==> src/rtl/hex_word_decoder_if.sv <==
// ---------------------------------------------------------------------------
// hex_word_decoder_if
//  Bundles the four 7-segment digit buses seen by the decoder together with
//  the decoded word/rotation results it reports back.
//  master : the display side (drives i_HEX*, observes the decoded results)
//  slave  : the decoder (reads i_HEX*, drives o_*)
//  Signals:
//   i_HEX0..i_HEX3  7-bit active-low digits {g,f,e,d,c,b,a}, HEX3 leftmost
//   o_word          committed word code
//   o_rot           committed rotation
//   o_valid         a word has been committed since reset
//   o_changed       one-cycle pulse on a commit that alters {o_word,o_rot}
//   o_err_cnt       saturating count of UNKNOWN commits
// ---------------------------------------------------------------------------
interface hex_word_decoder_if #(
  parameter int ERR_W = 8
);
  logic [6:0]       i_HEX0;
  logic [6:0]       i_HEX1;
  logic [6:0]       i_HEX2;
  logic [6:0]       i_HEX3;
  logic [2:0]       o_word;
  logic [1:0]       o_rot;
  logic             o_valid;
  logic             o_changed;
  logic [ERR_W-1:0] o_err_cnt;

  modport master (
    output i_HEX0, i_HEX1, i_HEX2, i_HEX3,
    input  o_word, o_rot, o_valid, o_changed, o_err_cnt
  );

  modport slave (
    input  i_HEX0, i_HEX1, i_HEX2, i_HEX3,
    output o_word, o_rot, o_valid, o_changed, o_err_cnt
  );
endinterface

==> src/rtl/hex_word_decoder.sv <==
// ---------------------------------------------------------------------------
// hex_word_decoder
//  Loopback monitor for the EASY/FPGA display state machine. Registers the
//  four digit buses, classifies the 28-bit pattern as OFF, EASY, FPGA,
//  EASY_SHIFT, FPGA_SHIFT or UNKNOWN (with rotation), and commits a
//  classification only after it has been seen STABLE_CYCLES clocks in a row.
//  Ports:
//   clk    system clock
//   rst_n  asynchronous active-low reset
//   bus    hex_word_decoder_if.slave (digit inputs, decoded outputs)
// ---------------------------------------------------------------------------
module hex_word_decoder #(
  parameter int STABLE_CYCLES = 4,
  parameter int ERR_W         = 8
) (
  input  logic                   clk,
  input  logic                   rst_n,
  hex_word_decoder_if.slave      bus
);

  localparam int CNT_W = $clog2(STABLE_CYCLES + 1);

  localparam logic [2:0] CODE_OFF      = 3'd0;
  localparam logic [2:0] CODE_EASY     = 3'd1;
  localparam logic [2:0] CODE_FPGA     = 3'd2;
  localparam logic [2:0] CODE_EASY_SH  = 3'd3;
  localparam logic [2:0] CODE_FPGA_SH  = 3'd4;
  localparam logic [2:0] CODE_NONE     = 3'd6;  // never produced by the classifier
  localparam logic [2:0] CODE_UNKNOWN  = 3'd7;

  localparam logic [6:0] GLYPH_E     = 7'b0000110;
  localparam logic [6:0] GLYPH_A     = 7'b0001000;
  localparam logic [6:0] GLYPH_S     = 7'b0010010;
  localparam logic [6:0] GLYPH_Y     = 7'b0010001;
  localparam logic [6:0] GLYPH_F     = 7'b0001110;
  localparam logic [6:0] GLYPH_P     = 7'b0001100;
  localparam logic [6:0] GLYPH_G     = 7'b1000010;
  localparam logic [6:0] GLYPH_BLANK = 7'b1111111;

  localparam logic [27:0] WORD_EASY = {GLYPH_E, GLYPH_A, GLYPH_S, GLYPH_Y};
  localparam logic [27:0] WORD_FPGA = {GLYPH_F, GLYPH_P, GLYPH_G, GLYPH_A};
  localparam logic [27:0] WORD_OFF  = {GLYPH_BLANK, GLYPH_BLANK, GLYPH_BLANK, GLYPH_BLANK};

  typedef enum logic [0:0] {
    ST_IDLE  = 1'b0,
    ST_TRACK = 1'b1
  } state_e;

  // Rotating right by k digits moves the HEX3 letter to HEX(3-k).
  function automatic logic [27:0] rot_f(input logic [27:0] w, input logic [1:0] k);
    logic [27:0] r;
    case (k)
      2'd0:    r = w;
      2'd1:    r = {w[6:0],  w[27:7]};
      2'd2:    r = {w[13:0], w[27:14]};
      2'd3:    r = {w[20:0], w[27:21]};
      default: r = w;
    endcase
    return r;
  endfunction

  // Exact 28-bit match against every legal word/rotation; anything else is UNKNOWN.
  function automatic logic [4:0] classify_f(input logic [27:0] hex);
    logic [4:0] res;
    res = {CODE_UNKNOWN, 2'd0};
    if (hex == WORD_OFF) begin
      res = {CODE_OFF, 2'd0};
    end
    for (int k = 0; k < 4; k++) begin
      if (hex == rot_f(WORD_EASY, 2'(k))) begin
        res = {((k == 0) ? CODE_EASY : CODE_EASY_SH), 2'(k)};
      end
      if (hex == rot_f(WORD_FPGA, 2'(k))) begin
        res = {((k == 0) ? CODE_FPGA : CODE_FPGA_SH), 2'(k)};
      end
    end
    return res;
  endfunction

  logic [27:0]      s_hex_r;
  logic [4:0]       cand_s;
  logic [4:0]       cand_q_r;
  logic [CNT_W-1:0] cnt_r;
  logic [CNT_W-1:0] cnt_nxt_s;
  logic             same_s;
  logic             commit_s;
  logic             diff_s;
  state_e           state_r;
  state_e           state_nxt_s;
  logic [2:0]       word_r;
  logic [1:0]       rot_r;
  logic             changed_r;
  logic [ERR_W-1:0] err_cnt_r;

  // Input register stage breaking the path from the display logic.
  always_ff @(posedge clk or negedge rst_n) begin
    if (!rst_n) begin
      s_hex_r <= WORD_OFF;
    end else begin
      s_hex_r <= {bus.i_HEX3, bus.i_HEX2, bus.i_HEX1, bus.i_HEX0};
    end
  end

  // Classification of the registered pattern.
  always_comb begin
    cand_s = classify_f(s_hex_r);
  end

  // Stability tracking: commit exactly when the count first reaches STABLE_CYCLES.
  always_comb begin
    same_s    = (cand_s == cand_q_r);
    commit_s  = 1'b0;
    cnt_nxt_s = cnt_r;
    if (same_s) begin
      if (cnt_r < CNT_W'(STABLE_CYCLES)) begin
        cnt_nxt_s = cnt_r + CNT_W'(1);
        commit_s  = (cnt_r == CNT_W'(STABLE_CYCLES - 1));
      end else begin
        cnt_nxt_s = cnt_r;
      end
    end else begin
      cnt_nxt_s = CNT_W'(1);
      commit_s  = (STABLE_CYCLES == 1);
    end
    diff_s = (cand_s != {word_r, rot_r}) || (state_r == ST_IDLE);
  end

  // Candidate and stability counter registers.
  always_ff @(posedge clk or negedge rst_n) begin
    if (!rst_n) begin
      cand_q_r <= {CODE_NONE, 2'd0};
      cnt_r    <= '0;
    end else begin
      cand_q_r <= cand_s;
      cnt_r    <= cnt_nxt_s;
    end
  end

  // Validity FSM next state: leaves IDLE on the first commit, never returns.
  always_comb begin
    state_nxt_s = state_r;
    case (state_r)
      ST_IDLE: begin
        if (commit_s) begin
          state_nxt_s = ST_TRACK;
        end else begin
          state_nxt_s = ST_IDLE;
        end
      end
      ST_TRACK: state_nxt_s = ST_TRACK;
      default:  state_nxt_s = ST_IDLE;
    endcase
  end

  // Validity FSM state register.
  always_ff @(posedge clk or negedge rst_n) begin
    if (!rst_n) begin
      state_r <= ST_IDLE;
    end else begin
      state_r <= state_nxt_s;
    end
  end

  // Committed outputs, change pulse and saturating UNKNOWN counter.
  always_ff @(posedge clk or negedge rst_n) begin
    if (!rst_n) begin
      word_r    <= CODE_OFF;
      rot_r     <= 2'd0;
      changed_r <= 1'b0;
      err_cnt_r <= '0;
    end else if (commit_s) begin
      word_r    <= cand_s[4:2];
      rot_r     <= cand_s[1:0];
      changed_r <= diff_s;
      if ((cand_s[4:2] == CODE_UNKNOWN) && (err_cnt_r != {ERR_W{1'b1}})) begin
        err_cnt_r <= err_cnt_r + ERR_W'(1);
      end else begin
        err_cnt_r <= err_cnt_r;
      end
    end else begin
      changed_r <= 1'b0;
    end
  end

  assign bus.o_word    = word_r;
  assign bus.o_rot     = rot_r;
  assign bus.o_valid   = (state_r == ST_TRACK);
  assign bus.o_changed = changed_r;
  assign bus.o_err_cnt = err_cnt_r;

endmodule

==> src/flat_wrapper.sv <==
// flat-port wrapper written by rule: the top's interface ports become plain ports
module hex_word_decoder_flat 
#(
  parameter int STABLE_CYCLES = 4,
  parameter int ERR_W         = 8
)
  (clk, rst_n, bus_i_HEX0, bus_i_HEX1, bus_i_HEX2, bus_i_HEX3, bus_o_word, bus_o_rot, bus_o_valid, bus_o_changed, bus_o_err_cnt);
  hex_word_decoder_if #(.ERR_W(ERR_W)) bus_i ();
  input  logic clk;
  input  logic rst_n;
  input wire logic [$bits(bus_i.i_HEX0)-1:0] bus_i_HEX0;
  input wire logic [$bits(bus_i.i_HEX1)-1:0] bus_i_HEX1;
  input wire logic [$bits(bus_i.i_HEX2)-1:0] bus_i_HEX2;
  input wire logic [$bits(bus_i.i_HEX3)-1:0] bus_i_HEX3;
  output wire logic [$bits(bus_i.o_word)-1:0] bus_o_word;
  output wire logic [$bits(bus_i.o_rot)-1:0] bus_o_rot;
  output wire logic [$bits(bus_i.o_valid)-1:0] bus_o_valid;
  output wire logic [$bits(bus_i.o_changed)-1:0] bus_o_changed;
  output wire logic [$bits(bus_i.o_err_cnt)-1:0] bus_o_err_cnt;
  assign bus_i.i_HEX0 = bus_i_HEX0;
  assign bus_i.i_HEX1 = bus_i_HEX1;
  assign bus_i.i_HEX2 = bus_i_HEX2;
  assign bus_i.i_HEX3 = bus_i_HEX3;
  assign bus_o_word = bus_i.o_word;
  assign bus_o_rot = bus_i.o_rot;
  assign bus_o_valid = bus_i.o_valid;
  assign bus_o_changed = bus_i.o_changed;
  assign bus_o_err_cnt = bus_i.o_err_cnt;
  hex_word_decoder #(.STABLE_CYCLES(STABLE_CYCLES), .ERR_W(ERR_W)) u_core (.clk(clk), .rst_n(rst_n), .bus(bus_i));
endmodule
==> config.mk <==
export PLATFORM = sky130hd
export DESIGN_NAME = hex_word_decoder_flat
export DESIGN_NICKNAME = d
export VERILOG_FILES = /design/src/rtl/hex_word_decoder_if.sv /design/src/rtl/hex_word_decoder.sv /design/src/flat_wrapper.sv
export SDC_FILE = /design/constraint.sdc
export NUM_CORES = 1
export LEC_CHECK = 0
export ABC_AREA = 0
export CORE_AREA = 2 2 91 67
export DETAILED_ROUTE_END_ITERATION = 8
export DIE_AREA = 0 0 93 69
export PLACE_DENSITY = 0.72
export SYNTH_ARGS = -nofsm -noshare
export SYNTH_HDL_FRONTEND = slang
export SYNTH_SLANG_ARGS = --single-unit
==> constraint.sdc <==
create_clock -name clk -period 3.3 [get_ports clk]
set_clock_uncertainty 0.2 [all_clocks]
set_input_delay 0.33 -clock clk [delete_from_list [all_inputs] [get_ports clk]]
set_output_delay 0.33 -clock clk [all_outputs]
set_load 0.005 [all_outputs]
* Word-level counts from Yosys, hierarchy flattened
Index checks and enable logic that the tools add are counted.
Cells by class: add/subtract/negate cells 2, div/mod/pow operators 0, muxes and demuxes 16, multiply operators 0, reductions and logical operators 3, $lt $le $gt $ge 1, bitwise logic cells 1, equal/unequal tests 15, shift-type cells 0
Operators with widths (number):
- equality test 28 x 25 -> 1 bit (second input constant) | 4
- equality test 28 x 26 -> 1 bit (second input constant) | 2
- equality test 28 bit (second input constant) | 2
- two-way mux 5 bit | 9
- equality test 28 x 24 -> 1 bit (second input constant) | 1
- adder 8 x 1 -> 8 bit (second input constant) | 1
- inequality test 8 bit (second input constant) | 1
- two-way mux 3 bit | 2
- equality test 5 bit | 1
- inequality test 5 bit | 1
- two-way mux 1 bit | 4
- adder 3 x 1 -> 3 bit (second input constant) | 1
- equality test 3 x 2 -> 1 bit (second input constant) | 1
- equality test 3 bit (second input constant) | 1
- < comparator 3 bit (second input constant) | 1
- inequality test 2 bit (second input constant) | 1
- case mux 1 bit (2 select lines) | 1
- AND reduction 2 bit | 1
- logical AND 1 bit | 1
- logical OR 1 bit | 1
- NOT 1 bit | 1
Storage, ports and cells: RAM bits 0, input port bits 30, register bits after elaboration 51, latch bits 0, memories kept 0, word-level logic and storage cells 46, bits in read-only memories 0, output and inout port bits 15

* Logic depth before layout (Yosys ltp)
depth after elaboration 14, depth in mapped cells 9, mapped depth without buffers 8

* Worst setup path after synthesis
OpenSTA, ideal clock, no wires.
path kind register to register, from register u_core.s_hex_r[4], to register u_core.rot_r[1] (netlist: u_core.bus.o_rot[1]), period minus slack after synthesis 3.174 ns, arrival 2.849 ns, stages on the path, launching flop included 10, setup slack 0.126 ns, cell sequence dfstp_2 or4b_1 or4_4 or3_1 a31o_1 a211oi_2 a21o_1 buf_6 nand3_4 mux2_4
On the way: longest elaborated chain between the ends 12, elaborated cells on any way between the ends 20, those cells by class eq/ne (10); mux (10)
Ends and longest elaborated chain:
- start, declared | line hex_word_decoder.sv:80 | logic [27:0] s_hex_r;
- start signal, assigned | line hex_word_decoder.sv:100 | s_hex_r <= {bus.i_HEX3, bus.i_HEX2, bus.i_HEX1, bus.i_HEX0};
- equality test 28 bit | line hex_word_decoder.sv:66 | if (hex == WORD_OFF) begin
- two-way mux 5 bit | line hex_word_decoder.sv:66
- two-way mux 5 bit | line hex_word_decoder.sv:70 | if (hex == rot_f(WORD_EASY, 2'(k))) begin
- two-way mux 5 bit | line hex_word_decoder.sv:73 | if (hex == rot_f(WORD_FPGA, 2'(k))) begin
- two-way mux 5 bit | line hex_word_decoder.sv:70
- two-way mux 5 bit | line hex_word_decoder.sv:73
- two-way mux 5 bit | line hex_word_decoder.sv:70
- two-way mux 5 bit | line hex_word_decoder.sv:73
- two-way mux 5 bit | line hex_word_decoder.sv:70
- two-way mux 5 bit (*) | line hex_word_decoder.sv:73
- equality test 5 bit | line hex_word_decoder.sv:111 | same_s = (cand_s == cand_q_r);
- two-way mux 1 bit | line hex_word_decoder.sv:114 | if (same_s) begin
- end signal, assigned | line hex_word_decoder.sv:173 | rot_r <= cand_s[1:0];
- end, declared | line hex_word_decoder.sv:91 | logic [1:0] rot_r;
Mark *: on every way between the ends. The rest lies on a longest branch, timed or not. A chain may end at the register's enable or synchronous reset.

* Worst setup path after layout
Same ends and word-level chain as after synthesis.

==> results summary <==
The placer's final routability congestion estimate came out at roughly 0.95. The worst reg-to-reg setup slack came out at ~0.047 ns. The beginning of the worst hold path is bus_i_HEX3[1]. The iteration count of the initial detailed-routing pass came out at 4.

Clock latency on the worst-skew pair, taken at its later pin, is 0.30 ns. The total buffers and inverters traversed by the critical path came out at 0. The horizontal die dimension came out at 93 microns. The port buffer count is 44. The critical setup path kind is register to register. The count of nets left with antenna violations after detail routing came out at 0. The maximum operating frequency is 0.307 GHz. The share of the core filled with cells in the final layout is 0.611.

The Yosys warning count is 0. On the worst path, the slowest cell contributes a delay of ~0.55 ns. The detailed router finished its first iteration with 212 violations.

The I/O pin count is between 40 and 50. Broken down by cell family, the worst path's largest delay share belongs to simple AND/OR/NAND/NOR gates. The power per unit of standard cell area came out at between 300 and 400 mW/mm^2.

The gate count of the mapped netlist is 216. The number of slew-limit violations in the final report came out at 0. The flow ran to the end, and the final reports show no timing, DRC or antenna violations. The die height is ~70 microns. The switching component of the power is 259 uW. The effective utilization at floorplan came out at 0.455. Summing every instance area after synthesis gives 0.00251 sq mm. The number of instances on the worst hold path came out at 1. The number of hold violations in the final report is 0.

The maximum resistive drop on vdd came out at between 0.2 and 0.25 mV. The instance area after placement came out at 0.00321 sq mm. At the pin with the least slew margin, the transition time is 0.970 ns.

The buffer cell driving the clock tree root is sky130_fd_sc_hd__clkbuf_8. The startpoint type of the worst setup path is a register. The worst hold path belongs to the class input pin to register.

The repair_antennas step left the layout with diodes totalling 0. The total wirelength of the detailed-routed design came out at approximately 6000 microns. The largest individual stage delay along the critical path comes from the cell sky130_fd_sc_hd__dfstp_2.

The core outline area is roughly 0.0055 sq mm. The fraction of the cycle the final worst path needs came out at 0.986. For this run, the post-layout net count is 325.

Clock-pin slew was measured on the worst setup and hold paths at 0.09 ns. Setup repair after global routing could not meet its margin everywhere. The post-synthesis register bit count came out at 51. The count of final setup violators came out at 0. The first global-routing pass estimated 9830 microns of wire. The share of total power dissipated in sequential elements is 0.586.

The number of antenna violations at the first check in global routing came out at 0. The HPWL after detailed placement is 4510 microns. The number of global-route vias before repair is 1959. The maximum clock path buffer count came out at 2. The routed wire length per instance came out at about 16 microns.

STA puts the critical path data required time at between 3 and 4 ns. The post-synthesis to final-layout area growth is 34.5%. The internal power component is around 900 uW.

The share of total power dissipated in the clock network is 0.342. The max-cap check violation count came out at 0. The switching power as a share of total power came out at 0.224.

The worst path in the final design needs a cycle of 3.25 ns, including I/O delays and setup. The number of placement rows is 23. The fraction of power consumed by combinational cells is 0.072. The average vias per placed instance is 5.58. After routing the design area is 0.00338 sq mm.

The path with the worst hold slack has its endpoint at u_core.s_hex_r[22]$_DFF_PN1_. The sum of overflow across all layers after global routing came out at 0. In this run the critical register-to-register path is captured at u_core.bus.o_rot[1]$_DFFE_PN0P_. The number of unique standard cell types used by synthesis came out at 46.

The worst max-slew margin expressed relative to the limit came out at 0.353. The most critical setup path has its startpoint at u_core.s_hex_r[4]$_DFF_PN1_. The H-tree was split into 2 levels. The pre-CTS worst setup slack came out at -0.0318 ns. The depth of the worst register-to-register path is 8. TritonCTS built the clock tree. For this run, the register share of the synthesized area comes to 0.523. The largest fanout on the critical path is 6. The critical path goes through or4b_4 > or4_4 > or3_4 > a31o_1 > a211oi_2 > a21o_2 > nand3_4 > mux2_4.

The most used flip-flop cell after synthesis is sky130_fd_sc_hd__dfstp_2. The number of CTS-inserted buffers came out at 5. The minimum setup slack in the final design is about 0.047 ns. The floorplan step defined a die boundary enclosing 0.00642 sq mm. The type of element capturing the critical path is a register.

The largest net degree at the start of global routing is 47. The routed layout has just over 2000 vias. The design draws between 1000 and 1500 uW. Hold timing on the final database bottoms out at a slack of 0.218 ns. The startpoint identified for the worst register-to-register timing path is u_core.s_hex_r[4]$_DFF_PN1_. The number of remaining DRC errors came out at 0.

The number of flops mapped to enable cells by yosys is 0. The post-synthesis net count came out at 249. The leakage power figure is 0.00131 uW. The number of sinks handled by clock tree synthesis is 51. The fraction of final layout cells with drive strength greater than 1 is 0.311. In this run the mean area of a mapped cell was between 10 and 15 sq um. After synthesis, the share of flip-flops with an asynchronous set or reset is 1.00.

The library cell used most frequently in the layout, excluding fill and tap cells, is sky130_fd_sc_hd__clkdlybuf4s50_1. The number of filler instances in the final layout is roughly 470. The signal arrival time at the worst endpoint is 3.25 ns. The library cells used most frequently in the layout, excluding fill and tap cells, are 43 x sky130_fd_sc_hd__clkdlybuf4s50_1, 30 x sky130_fd_sc_hd__dfstp_2, 25 x sky130_fd_sc_hd__buf_4. The all-layer global routing usage came out at 0.194.
## Yosys cell counts (all sizes together) (2+ instances only)
| cell type | instances | area, sq um |
|---|---|---|
| nor3 | 10 | 50.1 |
| nor2 | 14 | 52.6 |
| or3b | 3 | 26.3 |
| dfstp | 30 | 788 |
| mux2 | 7 | 101 |
| buf | 2 | 18.8 |
| nand3b | 2 | 15.0 |
| or4 | 12 | 97.6 |
| or4b | 6 | 63.8 |
| ha | 3 | 37.5 |
| nand4 | 13 | 87.6 |
| and4 | 2 | 17.5 |
| or2 | 2 | 12.5 |
| nand4b | 4 | 35.0 |
| nand2 | 12 | 45.0 |
| nor4 | 10 | 62.6 |
| xnor2 | 12 | 105 |
| dfrtp | 21 | 526 |
| nand2b | 4 | 25.0 |
| nand3 | 12 | 72.6 |
| o32ai | 3 | 26.3 |
| nor4bb | 2 | 20.0 |
| or3 | 5 | 31.3 |
| o21ai | 2 | 13.8 |
| xor2 | 4 | 35.0 |
| and3 | 6 | 37.5 |
## worst max path at each step
stage | end | slack [ns] | cells past startpoint
2_1_floorplan | u_core.bus.o_rot[1]$_DFFE_PN0P_ | 0.13 | 9
3_3_place_gp | u_core.bus.o_err_cnt[1]$_DFFE_PN0P_ | -0.002 | 8
3_5_place_dp | u_core.bus.o_rot[1]$_DFFE_PN0P_ | -0.03 | 8
4_1_cts | u_core.bus.o_rot[1]$_DFFE_PN0P_ | 0.01 | 8
5_1_grt | u_core.bus.o_changed$_DFF_PN0_ | -0.07 | 9
6_report | u_core.bus.o_rot[1]$_DFFE_PN0P_ | 0.05 | 8
## through the flow
stage	setup TNS, ns	std cells
2_1_floorplan	0	216
3_3_place_gp	-0.00224	358
3_5_place_dp	-0.163	358
4_1_cts	0	368
5_1_grt	-0.493	368
6_report	0	368
## power groups by stage
stage	registers, uW	clock network (uW)	logic, uW
6_report	678	395	83.1
5_1_grt	680	439	91.2
4_1_cts	677	407	83.6
3_5_place_dp	687	0	82.0
3_3_place_gp	686	0	82.0
2_1_floorplan	682	0	17.0
## timing repair
action	in CTS	in global routing
resized for setup	2	8
pin swaps	1	1
setup endpoints to repair	9	15
endpoints found under the hold margin	9	0
setup buffers	1	0
hold buffers	1	0
## registers in the layout (all words and copies together) (netlist names)
signal and count:
u_core.s_hex_r 28, u_core.bus.o_err_cnt 8, u_core.cand_q_r 5, u_core.bus.o_word 3
u_core.cnt_r 3, u_core.bus.o_rot 2, u_core.bus.o_changed 1, u_core.bus.o_valid 1
## logic make-up (layout without fill, tap and decap cells)
logic type / count (synthesis) / count (layout) / synth area share
buf+inv: 3 / 80 / 0.00896
flops: 51 / 51 / 0.523
simple gates: 123 / 123 / 0.313
fa+ha+maj: 3 / 3 / 0.0149
mux: 8 / 8 / 0.0443
xor+xnor: 16 / 16 / 0.0558
compound gates: 12 / 12 / 0.0403
## layout make-up
cell class / instances / area, sq um / share of cell area
clock buffer: 7 / 96.3 / 0.0285
tap: 75 / 93.8 / 0.0278
clock inverter: 1 / 7.51 / 0.00222
sequential: 51 / 1310 / 0.389
multi-input combinational: 162 / 1220 / 0.361
timing repair buffer: 71 / 644 / 0.191
inverter: 1 / 3.75 / 0.00111
## routing by layer
metal  track usage  vias up  wire [microns]
met2         0.251       93            2330
met3        0.0546        8             542
met4        0.0556        0              85
met1         0.311      959            2960
li1              -      992               -
met5             0        -               0
Note: power is estimated with default switching activity, not from simulation.
